<file path="src/rtl/huff_pkg.sv">
// Shared types and defaults for the Huffman accelerator frequency stages.
package huff_pkg;

  localparam int unsigned SymWDefault = 6;
  localparam int unsigned CntWDefault = 8;

  // Count width shared with the bit tallier output.
  typedef logic [CntWDefault-1:0] count_t;

  typedef enum logic [1:0] {
    StAccum,
    StDump,
    StClear
  } state_e;

endpackage

</file>
<file path="src/rtl/huff_freq_table.sv">
// Register table of per-symbol saturating counters.
// It has one increment port, one asynchronous read port and a clear-all input.
module huff_freq_table
  import huff_pkg::*;
#(
  parameter int unsigned SYM_W = SymWDefault,
  parameter int unsigned CNT_W = CntWDefault
) (
  input  logic             clk_i,
  input  logic             rst_i,
  input  logic             clr_i,
  input  logic             inc_en_i,
  input  logic [SYM_W-1:0] inc_sym_i,
  output logic             inc_full_o,
  input  logic [SYM_W-1:0] rd_sym_i,
  output logic [CNT_W-1:0] rd_cnt_o
);

  localparam int unsigned Depth = 2 ** SYM_W;
  localparam logic [CNT_W-1:0] CntMax = '1;

  logic [CNT_W-1:0] cnt_q [Depth];

  assign inc_full_o = (cnt_q[inc_sym_i] == CntMax);
  assign rd_cnt_o   = cnt_q[rd_sym_i];

  // A saturated entry holds its value; the caller raises the sticky flag.
  always_ff @(posedge clk_i) begin
    if (rst_i || clr_i) begin
      for (int i = 0; i < Depth; i++) begin
        cnt_q[i] <= '0;
      end
    end else if (inc_en_i && !inc_full_o) begin
      cnt_q[inc_sym_i] <= cnt_q[inc_sym_i] + 1'b1;
    end
  end

endmodule

</file>
<file path="src/rtl/huff_freq_accum.sv">
// Symbol frequency histogram: accumulate a block, dump (symbol, count) pairs, clear.
// Optional FREQ_SKIP_ZERO_EN: skip zero-count entries and stop the dump at the highest symbol seen.
module huff_freq_accum
  import huff_pkg::*;
#(
  parameter int unsigned SYM_W = SymWDefault,
  parameter int unsigned CNT_W = CntWDefault
) (
  input  logic             clk_i,
  input  logic             rst_i,
  input  logic             in_valid_i,
  output logic             in_ready_o,
  input  logic [SYM_W-1:0] in_sym_i,
  input  logic             in_last_i,
  output logic             out_valid_o,
  input  logic             out_ready_i,
  output logic [SYM_W-1:0] out_sym_o,
  output logic [CNT_W-1:0] out_cnt_o,
  output logic             out_last_o,
  output logic             sat_flag_o
);

  state_e           state_q, state_d;
  logic [SYM_W-1:0] idx_q, idx_d;
  logic [SYM_W-1:0] hi_sym_q, hi_sym_d;
  logic             sat_q, sat_d;

  logic             in_fire, out_fire;
  logic             last_idx;
  logic             inc_full;
  logic [CNT_W-1:0] rd_cnt;

  huff_freq_table #(
    .SYM_W(SYM_W),
    .CNT_W(CNT_W)
  ) u_table (
    .clk_i     (clk_i),
    .rst_i     (rst_i),
    .clr_i     (state_q == StClear),
    .inc_en_i  (in_fire),
    .inc_sym_i (in_sym_i),
    .inc_full_o(inc_full),
    .rd_sym_i  (idx_q),
    .rd_cnt_o  (rd_cnt)
  );

  assign in_fire  = in_valid_i && in_ready_o;
  assign out_fire = out_valid_o && out_ready_i;

`ifdef FREQ_SKIP_ZERO_EN
  assign last_idx = (idx_q == hi_sym_q);
`else
  localparam logic [SYM_W-1:0] SymMax = '1;
  assign last_idx = (idx_q == SymMax);
`endif

  // State register
  always_ff @(posedge clk_i) begin
    if (rst_i) begin
      state_q <= StAccum;
    end else begin
      state_q <= state_d;
    end
  end

  // Next-state logic
  always_comb begin
    state_d = state_q;
    unique case (state_q)
      StAccum: if (in_fire && in_last_i) state_d = StDump;
      StDump: begin
        if (out_fire && out_last_o) begin
          state_d = StClear;
        end
`ifdef FREQ_SKIP_ZERO_EN
        // hi_sym always holds a non-zero count; this only guards against a stuck dump.
        if (!out_valid_o && last_idx) begin
          state_d = StClear;
        end
`endif
      end
      StClear: state_d = StAccum;
      default: state_d = StAccum;
    endcase
  end

  // Outputs
  always_comb begin
    in_ready_o  = (state_q == StAccum);
`ifdef FREQ_SKIP_ZERO_EN
    out_valid_o = (state_q == StDump) && (rd_cnt != '0);
`else
    out_valid_o = (state_q == StDump);
`endif
    out_sym_o   = idx_q;
    out_cnt_o   = (state_q == StDump) ? rd_cnt : '0;
    out_last_o  = out_valid_o && last_idx;
    sat_flag_o  = sat_q;
  end

  // Dump index, highest symbol seen and sticky saturation flag
  always_comb begin
    idx_d    = idx_q;
    hi_sym_d = hi_sym_q;
    sat_d    = sat_q;
    unique case (state_q)
      StAccum: begin
        if (in_fire) begin
          if (in_sym_i > hi_sym_q) hi_sym_d = in_sym_i;
          if (inc_full) sat_d = 1'b1;
        end
      end
      StDump: begin
        if (out_fire && !out_last_o) idx_d = idx_q + 1'b1;
`ifdef FREQ_SKIP_ZERO_EN
        if (!out_valid_o && !last_idx) idx_d = idx_q + 1'b1;
`endif
      end
      StClear: begin
        idx_d    = '0;
        hi_sym_d = '0;
        sat_d    = 1'b0;
      end
      default: begin
        idx_d    = '0;
        hi_sym_d = '0;
        sat_d    = 1'b0;
      end
    endcase
  end

  always_ff @(posedge clk_i) begin
    if (rst_i) begin
      idx_q    <= '0;
      hi_sym_q <= '0;
      sat_q    <= 1'b0;
    end else begin
      idx_q    <= idx_d;
      hi_sym_q <= hi_sym_d;
      sat_q    <= sat_d;
    end
  end

endmodule

</file>
<file path="config.mk">
export PLATFORM = sky130hd
export DESIGN_NAME = huff_freq_accum
export DESIGN_NICKNAME = d
export VERILOG_FILES = /design/src/rtl/huff_pkg.sv /design/src/rtl/huff_freq_table.sv /design/src/rtl/huff_freq_accum.sv
export SDC_FILE = /design/constraint.sdc
export NUM_CORES = 1
export LEC_CHECK = 0
export CAP_MARGIN = 20
export CORE_MARGIN = 4
export CORE_UTILIZATION = 30
export DETAILED_ROUTE_END_ITERATION = 10
export PLACE_DENSITY = 0.54
export SLEW_MARGIN = 20
export SYNTH_ARGS = -nofsm -noshare
export SYNTH_HDL_FRONTEND = slang
export SYNTH_HIERARCHICAL = 1
export SYNTH_SLANG_ARGS = --single-unit
</file>
<file path="constraint.sdc">
create_clock -name clk_i -period 8.3 [get_ports clk_i]
set_input_delay 1.66 -clock clk_i [delete_from_list [all_inputs] [get_ports clk_i]]
set_output_delay 1.66 -clock clk_i [all_outputs]
set_load 0.02 [all_outputs]
</file>
==> impl_metrics.toml, run 1 <==
[outcome]
status = "completed"

[pwr]
p_leak_uw = 0.0101
power.density_nw_per_um2 = 203
ir_drop_mv = 0.161

[synthesis]
ys_ff_latch = 521
synth_sequential_area_ratio_pct = 54.0
syn-cell-area_um2 = 28800
yosysWarnings = 6
synth_largest_area_cell = "edfxtp_1"
synthFlopType = "edfxtp_1"
synth_cell_type_count = 78
async_reset_ff_share_pct = 0
avgSynthCellArea_um2 = 13.3
synth_nets = 2180
synth_edf_count = 512
yosysTopAreaCellShare_pct = 53.4
synth.area.top_cells = "edfxtp_1 53%, mux4_2 15%, nor3_1 5.6%"
synthCells = 2167

[critical_path]
crit_arrival_ns = 7.10
reg2reg_from = "u_table/cnt_q[58][3]"
r2r-end = "u_table/cnt_q[1][7]"
crit_fanout = 33
worstPathCellList = "clkdlybuf4s50_1 -> clkinv_1 -> and3_1 -> and3_1 -> a311oi_1 -> nand4_1 -> o211ai_1 -> buf_4 -> o31a_2 -> buf_4 -> nor4_1"
endpoint_kind = "flop"
startpoint_type = "primary input"
crit_type = "in -> reg"
reg2reg_depth = 10
reg2reg_slack_ns = 3.61
critical-path-slowest-cell = "clkdlybuf4s50_1"
slowest_delay_ns = 0.97
cp.required_ns = 8.64

[grt]
grt_max_degree = 145
grt_overflow = 0
antenna_found_initial = 6
grt_pass1_wl_um = 169000
grt_pass1_vias = 22000
grtUsageTotal_pct = 22.7

[worst_hold_path]
hold_depth = 2
hp-class = "reg -> reg"
min_to = "out_sym_o[2]"
hp-start = "state_q[0]"

[clock_network]
cts_hold_buffers = 0
cts_buffers = 59
tritoncts = "yes"
cts_resized = 0
clkLatencyLatePin_ns = 0.64
clockBufferDepth = 3
post_cts_buffers = 0
cts_root_buf = "clkbuf_16"
cts.sinks = 521
h-tree-depth = 2
clkTransAtPathRegs_ns = 0.06

[floorplanning]
chipWidth_um = 318
die-area_um2 = 101000
core_um2 = 95200
die_h_um = 318
ios = 29
row_count = 113
start_util_pct = 30.3

[sta]
rsz0062_at_grt = "false"
fmax_mhz = 148
slew_headroom_pct = 18.0
clock_skew_ns = 0.0196
slew_viol_final = 0
tightest_slew_ns = 1.23
holdWs_ns = 0.582
fin_crit_ns = 6.77
hold_viol_final = 0
setup_tns_ns = 0
fin_crit_sh_pct = 81.5
setup_violations = 0

[route]
drt_iter0_markers = 3353
vias_per_cell = 6.60
wire_per_inst_um = 34.9
dr.pass1.iters = 6
ant_nets = 0
drt-total-wl_um = 120000
dr_total_vias = 22600
drc_errors = 0

[run]
maxCapViolations = 0

[place]
dp.final_hpwl_um = 77700
place_congestion = 0.959
portBuffers = 28

[cells_and_area]
final_layout_size_suffix_gt1_share_pct = 24.3
fillCellCount = 9170
nets = 2128
syn_to_final_growth_pct = 13.3
-- worst max-delay path by stage --
stage                           end   startpoint  slack [ns]
2_1_floorplan  u_table/cnt_q[54][0]  in_sym_i[0]        2.76
3_3_place_gp   u_table/cnt_q[60][6]  in_sym_i[5]        0.87
3_5_place_dp   u_table/cnt_q[46][4]  in_sym_i[5]        0.85
4_1_cts        u_table/cnt_q[46][7]  in_sym_i[5]        1.50
5_1_grt        u_table/cnt_q[45][6]  in_sym_i[5]        1.56
6_report        u_table/cnt_q[1][7]  in_sym_i[5]        1.53
-- synthesized netlist by cell type, types with 3 or more instances --
master and instances:
a211o_1 3, a211oi_1 11, a21oi_1 20, a221o_1 9
a221oi_1 54, a222oi_1 4, a22o_1 7, a22oi_1 54
a31oi_1 5, and2_1 14, and3_1 14, and3b_1 5
buf_1 33, buf_2 107, buf_4 9, buf_6 5
clkbuf_1 131, dfxtp_1 9, edfxtp_1 512, inv_1 8
mux2_2 35, mux2i_1 70, mux4_2 191, nand2_1 42
nand2b_1 4, nand3_1 48, nand3b_1 6, nand4_1 6
nor2_1 23, nor2b_1 9, nor3_1 324, nor3b_1 6
nor4_1 172, nor4_2 20, o211ai_1 14, o21ai_0 84
o221ai_1 7, o22a_1 4, o22ai_1 15, o2bb2ai_1 10
o31ai_1 3, or3_1 9, or3b_2 3
-- area by class of cell --
cell class | count | area [um2] | share of cell area (%)
Multi-Input combinational cell | 1350 | 12100 | 37.0
Sequential cell | 521 | 15600 | 47.7
Tap cell | 1265 | 1580 | 4.85
Timing Repair Buffer | 172 | 1470 | 4.51
Inverter | 11 | 41.3 | 0.127
Clock inverter | 36 | 363 | 1.11
Antenna cell | 1 | 2.50 | 0.00767
Clock buffer | 71 | 1540 | 4.73
-- per-layer routing --
metal | wire length [um] | global-route usage, % | vias up
met3 | 17200 | 7.90 | 367
met1 | 44300 | 30.1 | 11400
li1 | - | - | 8908
met4 | 6760 | 10.8 | 2
met5 | 14 | 0 | -
met2 | 51300 | 33.3 | 1921
-- placed cells by master (no fill, tap or decap), types with 6 or more instances in the layout --
cell type,n
edfxtp_1,512
o211ai_1,14
bufinv_16,7
a22o_1,7
nand2_1,40
or3_1,9
mux2i_1,70
a221oi_1,54
clkinv_1,14
clkbuf_16,60
a221o_1,9
mux4_2,191
nor2_1,20
buf_4,135
clkdlybuf4s50_1,25
nand3_1,48
nand4_1,6
and2_1,12
a211oi_1,10
clkinv_2,12
o22ai_1,15
nor2b_1,6
buf_12,8
nor4_1,172
nor4_2,20
a22oi_1,54
clkbuf_1,11
o2bb2ai_1,10
inv_1,8
mux2_2,35
a21oi_1,20
nand3b_1,6
and3_1,12
nor3_1,323
o21ai_0,67
o221ai_1,7
o21ai_1,17
-- cell families (layout without fill, tap and decap cells) --
logic type	Yosys count	in the layout	share of synthesized area, %
mux	298	298	18.8
simple gates	721	721	14.3
other cells	0	1	0
xor+xnor	3	3	0.117
buf+inv	296	290	4.57
fa+ha+maj	2	2	0.0869
compound gates	326	326	8.13
flops	521	521	54.0
-- metrics by stage --
step / cells / setup WS [ns] / power (uW) / utilization [%] / instance area [um2]
2_1_floorplan: 2167 / 2.76 / 3580 / - / 28800
3_3_place_gp: 3315 / 0.873 / 3980 / 32.2 / 30700
3_5_place_dp: 3319 / 0.847 / 4000 / 32.3 / 30700
6_report: 3427 / 1.53 / 6620 / 34.3 / 32600
5_1_grt: 3426 / 1.56 / 6780 / 34.3 / 32600
4_1_cts: 3426 / 1.50 / 6610 / 34.3 / 32600
-- critical path: cells and delay by family --
kind                   cells  cell delay, ns
buffers and inverters      4            2.36
AOI/OAI and AO/OA          3            1.58
and+or+nand+nor            4            1.46
-- flip-flops by register name (all words and copies together), names as in the netlist --
name	cells
out_sym_o	6
sat_flag_o	1
state_q	2
u_table/cnt_q	512
-- report_power, final --
group	total (uW)	switching (uW)	internal [uW]
sequential	3040	68.0	2980
combinational	941	673	268
clock	2640	1110	1530
(Power assumes the default switching activity.)
==> run 2: changes to the inputs <==
==> constraint.sdc (replaced) <==
create_clock -name clk_i -period 6.5 [get_ports clk_i]
set_input_delay 1.3 -clock clk_i [delete_from_list [all_inputs] [get_ports clk_i]]
set_output_delay 1.3 -clock clk_i [all_outputs]
set_load 0.02 [all_outputs]
==> impl_metrics.toml, run 2 (synthesized netlist as in run 1, its figures left out) <==
[clock_network]
clkTransAtPathRegs_ns = 0.06
clockBufferDepth = 3
cts_hold_buffers = 0
cts.sinks = 521
cts_buffers = 57
cts_root_buf = "clkbuf_16"
tritoncts = "yes"
cts_resized = 0
post_cts_buffers = 0
h-tree-depth = 2
clkLatencyLatePin_ns = 0.64

[worst_hold_path]
hp-start = "state_q[1]"
hp-class = "reg -> reg"

[cells_and_area]
nets = 2195
fillCellCount = 9174
largest_reg_flops = 512
largest-register = "u_table/cnt_q"
final_cell_area_um2 = 33300
syn_to_final_growth_pct = 15.7
final_layout_size_suffix_gt1_share_pct = 26.4
layout_commonest_cell = "edfxtp_1"
layout_common_cells = "512 x edfxtp_1, 323 x nor3_1, 191 x mux4_2, 189 x buf_4, 172 x nor4_1"
post-route-util_pct = 35.0

[critical_path]
crit_fanout = 93
crit_arrival_ns = 6.15
reg2reg_depth = 10
r2r-end = "u_table/cnt_q[51][4]"
crit_type = "in -> reg"
crit_path_start = "in_sym_i[2]"
reg2reg_from = "u_table/cnt_q[60][5]"
reg2reg_slack_ns = 2.32
cp.required_ns = 6.82
startpoint_type = "primary input"
endpoint_kind = "flop"
crit_end = "u_table/cnt_q[34][4]"

[floorplanning]
core_um2 = 95200
chipWidth_um = 318
start_util_pct = 30.3
ios = 29
die-area_um2 = 101000
row_count = 113
die_h_um = 318

[route]
ant_nets = 0
vias_per_cell = 6.60
dr.pass1.iters = 7
wire_per_inst_um = 34.1
drt_iter0_markers = 3663
drc_errors = 0
dr_total_vias = 23100
drt-total-wl_um = 119000

[pwr]
p_leak_uw = 0.0105
ir_drop_mv = 0.200
power.density_nw_per_um2 = 254

[sta]
tightest_slew_ns = 1.14
hold_viol_final = 0
fmax_mhz = 172
rsz0062_at_grt = "false"
fin_crit_ns = 5.82
clock_skew_ns = 0.0270
setup_tns_ns = 0
fin_crit_sh_pct = 89.6
slew_headroom_pct = 24.1
setup_violations = 0
slew_viol_final = 0

[grt]
grt_overflow = 0
grt_max_degree = 97
grt_pass1_wl_um = 169000
antenna_found_initial = 9
grt_pass1_vias = 22000
grtUsageTotal_pct = 22.6

[place]
dp.final_hpwl_um = 79800
portBuffers = 28
post_dp_cell_area_um2 = 31400
place_congestion = 1.00

[outcome]
status = "completed"

[run]
maxCapViolations = 0
run 2: cell count changes in the layout (fill, tap and decap cells not counted), sizes merged:
cell      change
buf          +69
clkinvlp      -3
clkbuf        +1
clkinv        +1
bufinv        -1
diode         +7
run 2: per-stage QoR:
stage          instances  setup slack (ns)  total power [uW]  hold WS (ns)
3_5_place_dp        3388             0.425              5160         0.578
2_1_floorplan       2167              1.32              4570         0.497
5_1_grt             3493             0.649              8630         0.628
6_report            3501             0.676              8450         0.583
4_1_cts             3493             0.789              8430         0.589
3_3_place_gp        3388             0.616              5150         0.571
run 2: where the power goes:
group,internal [uW],switching [uW],leakage [uW]
Clock,1920,1390,0.000925
Sequential,3800,91.1,0.00537
Combinational,389,863,0.00417
run 2: worst max-delay path: stages:
cell,delay (ns)
buf_4,0.53
and3b_1,1.03
a221oi_1,0.24
a211oi_1,0.70
a211o_1,0.20
a211o_1,0.18
o211ai_1,0.33
buf_4,0.29
nor2_4,0.18
buf_4,0.81
nor3_1,0.17
run 2: metal layers:
| layer | vias to the layer above | GRT usage [%] | wire length (um) |
|---|---|---|---|
| li1 | 9036 | - | - |
| met1 | 11700 | 31.1 | 45400 |
| met2 | 1983 | 32.9 | 50900 |
| met3 | 374 | 7.24 | 16800 |
| met4 | 10 | 9.61 | 5950 |
| met5 | - | 0.709 | 184 |
run 2: how the worst min path moves through the flow:
stage	to	slack, ns	cells past startpoint
finish	out_sym_o[4]	0.58	1
floorplan	out_sym_o[4]	0.50	1
global placement	out_sym_o[2]	0.57	2
global route	out_sym_o[2]	0.63	2
detailed placement	out_sym_o[2]	0.58	2
CTS	out_sym_o[4]	0.59	1
run 2: cell type report:
cell class,count,area [um2],share of cell area (%)
Clock inverter,33,328,0.984
Tap cell,1265,1580,4.75
Clock buffer,72,1560,4.67
Timing Repair Buffer,241,2200,6.60
Sequential cell,521,15600,46.7
Multi-Input combinational cell,1350,12000,36.1
Inverter,11,41.3,0.124
Antenna cell,8,20.0,0.0601
==> variant: new RTL, settings of run 2 <==
The package constant `CntWDefault` goes from 8 to 4.
--- a/src/rtl/huff_pkg.sv
+++ b/src/rtl/huff_pkg.sv
@@ -2,7 +2,7 @@
 package huff_pkg;
 
   localparam int unsigned SymWDefault = 6;
-  localparam int unsigned CntWDefault = 8;
+  localparam int unsigned CntWDefault = 4;
 
   // Count width shared with the bit tallier output.
   typedef logic [CntWDefault-1:0] count_t;
Interface: changed (resized out_cnt_o); port bits go from 29 to 25. The function was not compared with the original's and may differ.
==> variant against run 2 <==
- sequential cell count shrank 256
- count of clock-buffer cells in the layout shrank 36
- total power shrank 50%
- worst setup slack gained 0.50 ns
- synthesized area shrank 46%
- cell count shrank 47%
- wire length shrank 54%
- non-clock buffer count shrank 137
- register-to-register slack lost 0.02 ns
- cell area shrank 47%
- largest power group unchanged
- highest routed layer unchanged
==> variant: results (changes against run 2) <==
- N_diodes: 0 (-8)
- Number of cells in the design after placement: 1,802 (-47%)
- CP max FO: 29 (-69%)
- Count of flip-flops with a built-in enable after synthesis: 256 (-50%)
- Synth top area cells: sky130_fd_sc_hd__edfxtp_1, sky130_fd_sc_hd__mux4_2, sky130_fd_sc_hd__nor3_1
- RePlAce Congestion: 0.916 (-8.5%)
- Antenna violations before repair: 3 (-6)
- Worst Tran Pin Value: 1.06 ns (-0.0738 ns)
- Cell variety after synth: 66 (-15%)
- Port Buf Inserts: 24 (-14%)
- Commonest cells post-synth: sky130_fd_sc_hd__edfxtp_1, sky130_fd_sc_hd__nor3_1, sky130_fd_sc_hd__mux4_2, sky130_fd_sc_hd__clkbuf_1, sky130_fd_sc_hd__mux2i_1
- Wire length on met3: 5960 um (-64%)
- Setup Skew: 0.0358 ns (+0.00886 ns)
- Insertion delay to the later sink of the worst-skew pair: 0.60 ns (-0.04 ns)
- Met1 wire length: 22,400 um (-51%)
- Average routed wire per standard cell: 29.9 um (-12%)
- Share of layout cells above drive strength 1: 28.4% (+1.9 points)
- Total half-perimeter wirelength after legalization and detailed placement: 37,500 um (-53%)
- H-tree level count: 1 (-1)
- Wire length of the first global-routing pass: 80,900 um (-52%)
- Sequential cell area fraction in the yosys report: 50.5% (-3.5 points)
- Number of iterations in the first detailed-routing pass: 5 (-2)
- Run status: complete, no violations
- Maximum vdd ir drop: 0.000219 V (+9.5%)
- Static power due to leakage: 5.32 nW (-49%)
- Final instance count without filler cells: 1,854 (-47%)
- Global Route met1 Usage: 26.4% (-4.6 points)
- Via count: 11.6k (-50%)
- Met2 global-route usage: 29.5% (-3.3 points)
variant: cell types whose count changed after synthesis, sizes merged, moves of 63 or more:
cell / delta
buf: -92
edfxtp: -256
mux4: -89
nor3: -162
nor4: -158
o21ai: -78
o31ai: +63
variant: area by class of cell:
type / count / area (um2)
clock buffer: 36 / 773
clock inverter: 16 / 169
fill: 4981 / 33800
inverter: 9 / 33.8
multi-input combinational: 744 / 7020
sequential: 265 / 7880
tap: 680 / 851
timing repair buffer: 104 / 902
variant: final timing paths:
path | end | slack, ns | cells past startpoint | start
worst min register to register | sat_flag_o | 0.60 | 3 | sat_flag_o
worst max-delay path | u_table/cnt_q[29][1] | 1.17 | 10 | in_sym_i[1]
worst min-delay path | sat_flag_o | 0.60 | 3 | sat_flag_o
worst max register to register | u_table/cnt_q[29][1] | 2.30 | 8 | u_table/cnt_q[1][3]
variant: critical path, stage by stage:
cell	delay [ns]
sky130_fd_sc_hd__buf_2	0.39
sky130_fd_sc_hd__buf_4	0.36
sky130_fd_sc_hd__mux4_2	0.53
sky130_fd_sc_hd__mux2i_1	0.30
sky130_fd_sc_hd__nor2_1	0.11
sky130_fd_sc_hd__or4_1	0.56
sky130_fd_sc_hd__or4_4	0.59
sky130_fd_sc_hd__and3b_4	0.37
sky130_fd_sc_hd__buf_12	0.25
sky130_fd_sc_hd__o31ai_1	0.71
variant: kinds of logic after synthesis:
kind of cell               Yosys count  share of synthesized area (%)
buffers and inverters              168                           5.04
xor gates and xnor gates             1                         0.0562
AOI/OAI and AO/OA                  232                           12.5
adders and majority gates            2                          0.160
muxes                              171                           19.2
and+or+nand+nor                    338                           12.6
DFF                                265                           50.5
variant: power breakdown:
group          internal, mW  switching [mW]
registers              1.93          0.0446
clock network         0.960           0.712
logic                 0.201           0.403
total                  3.09            1.16
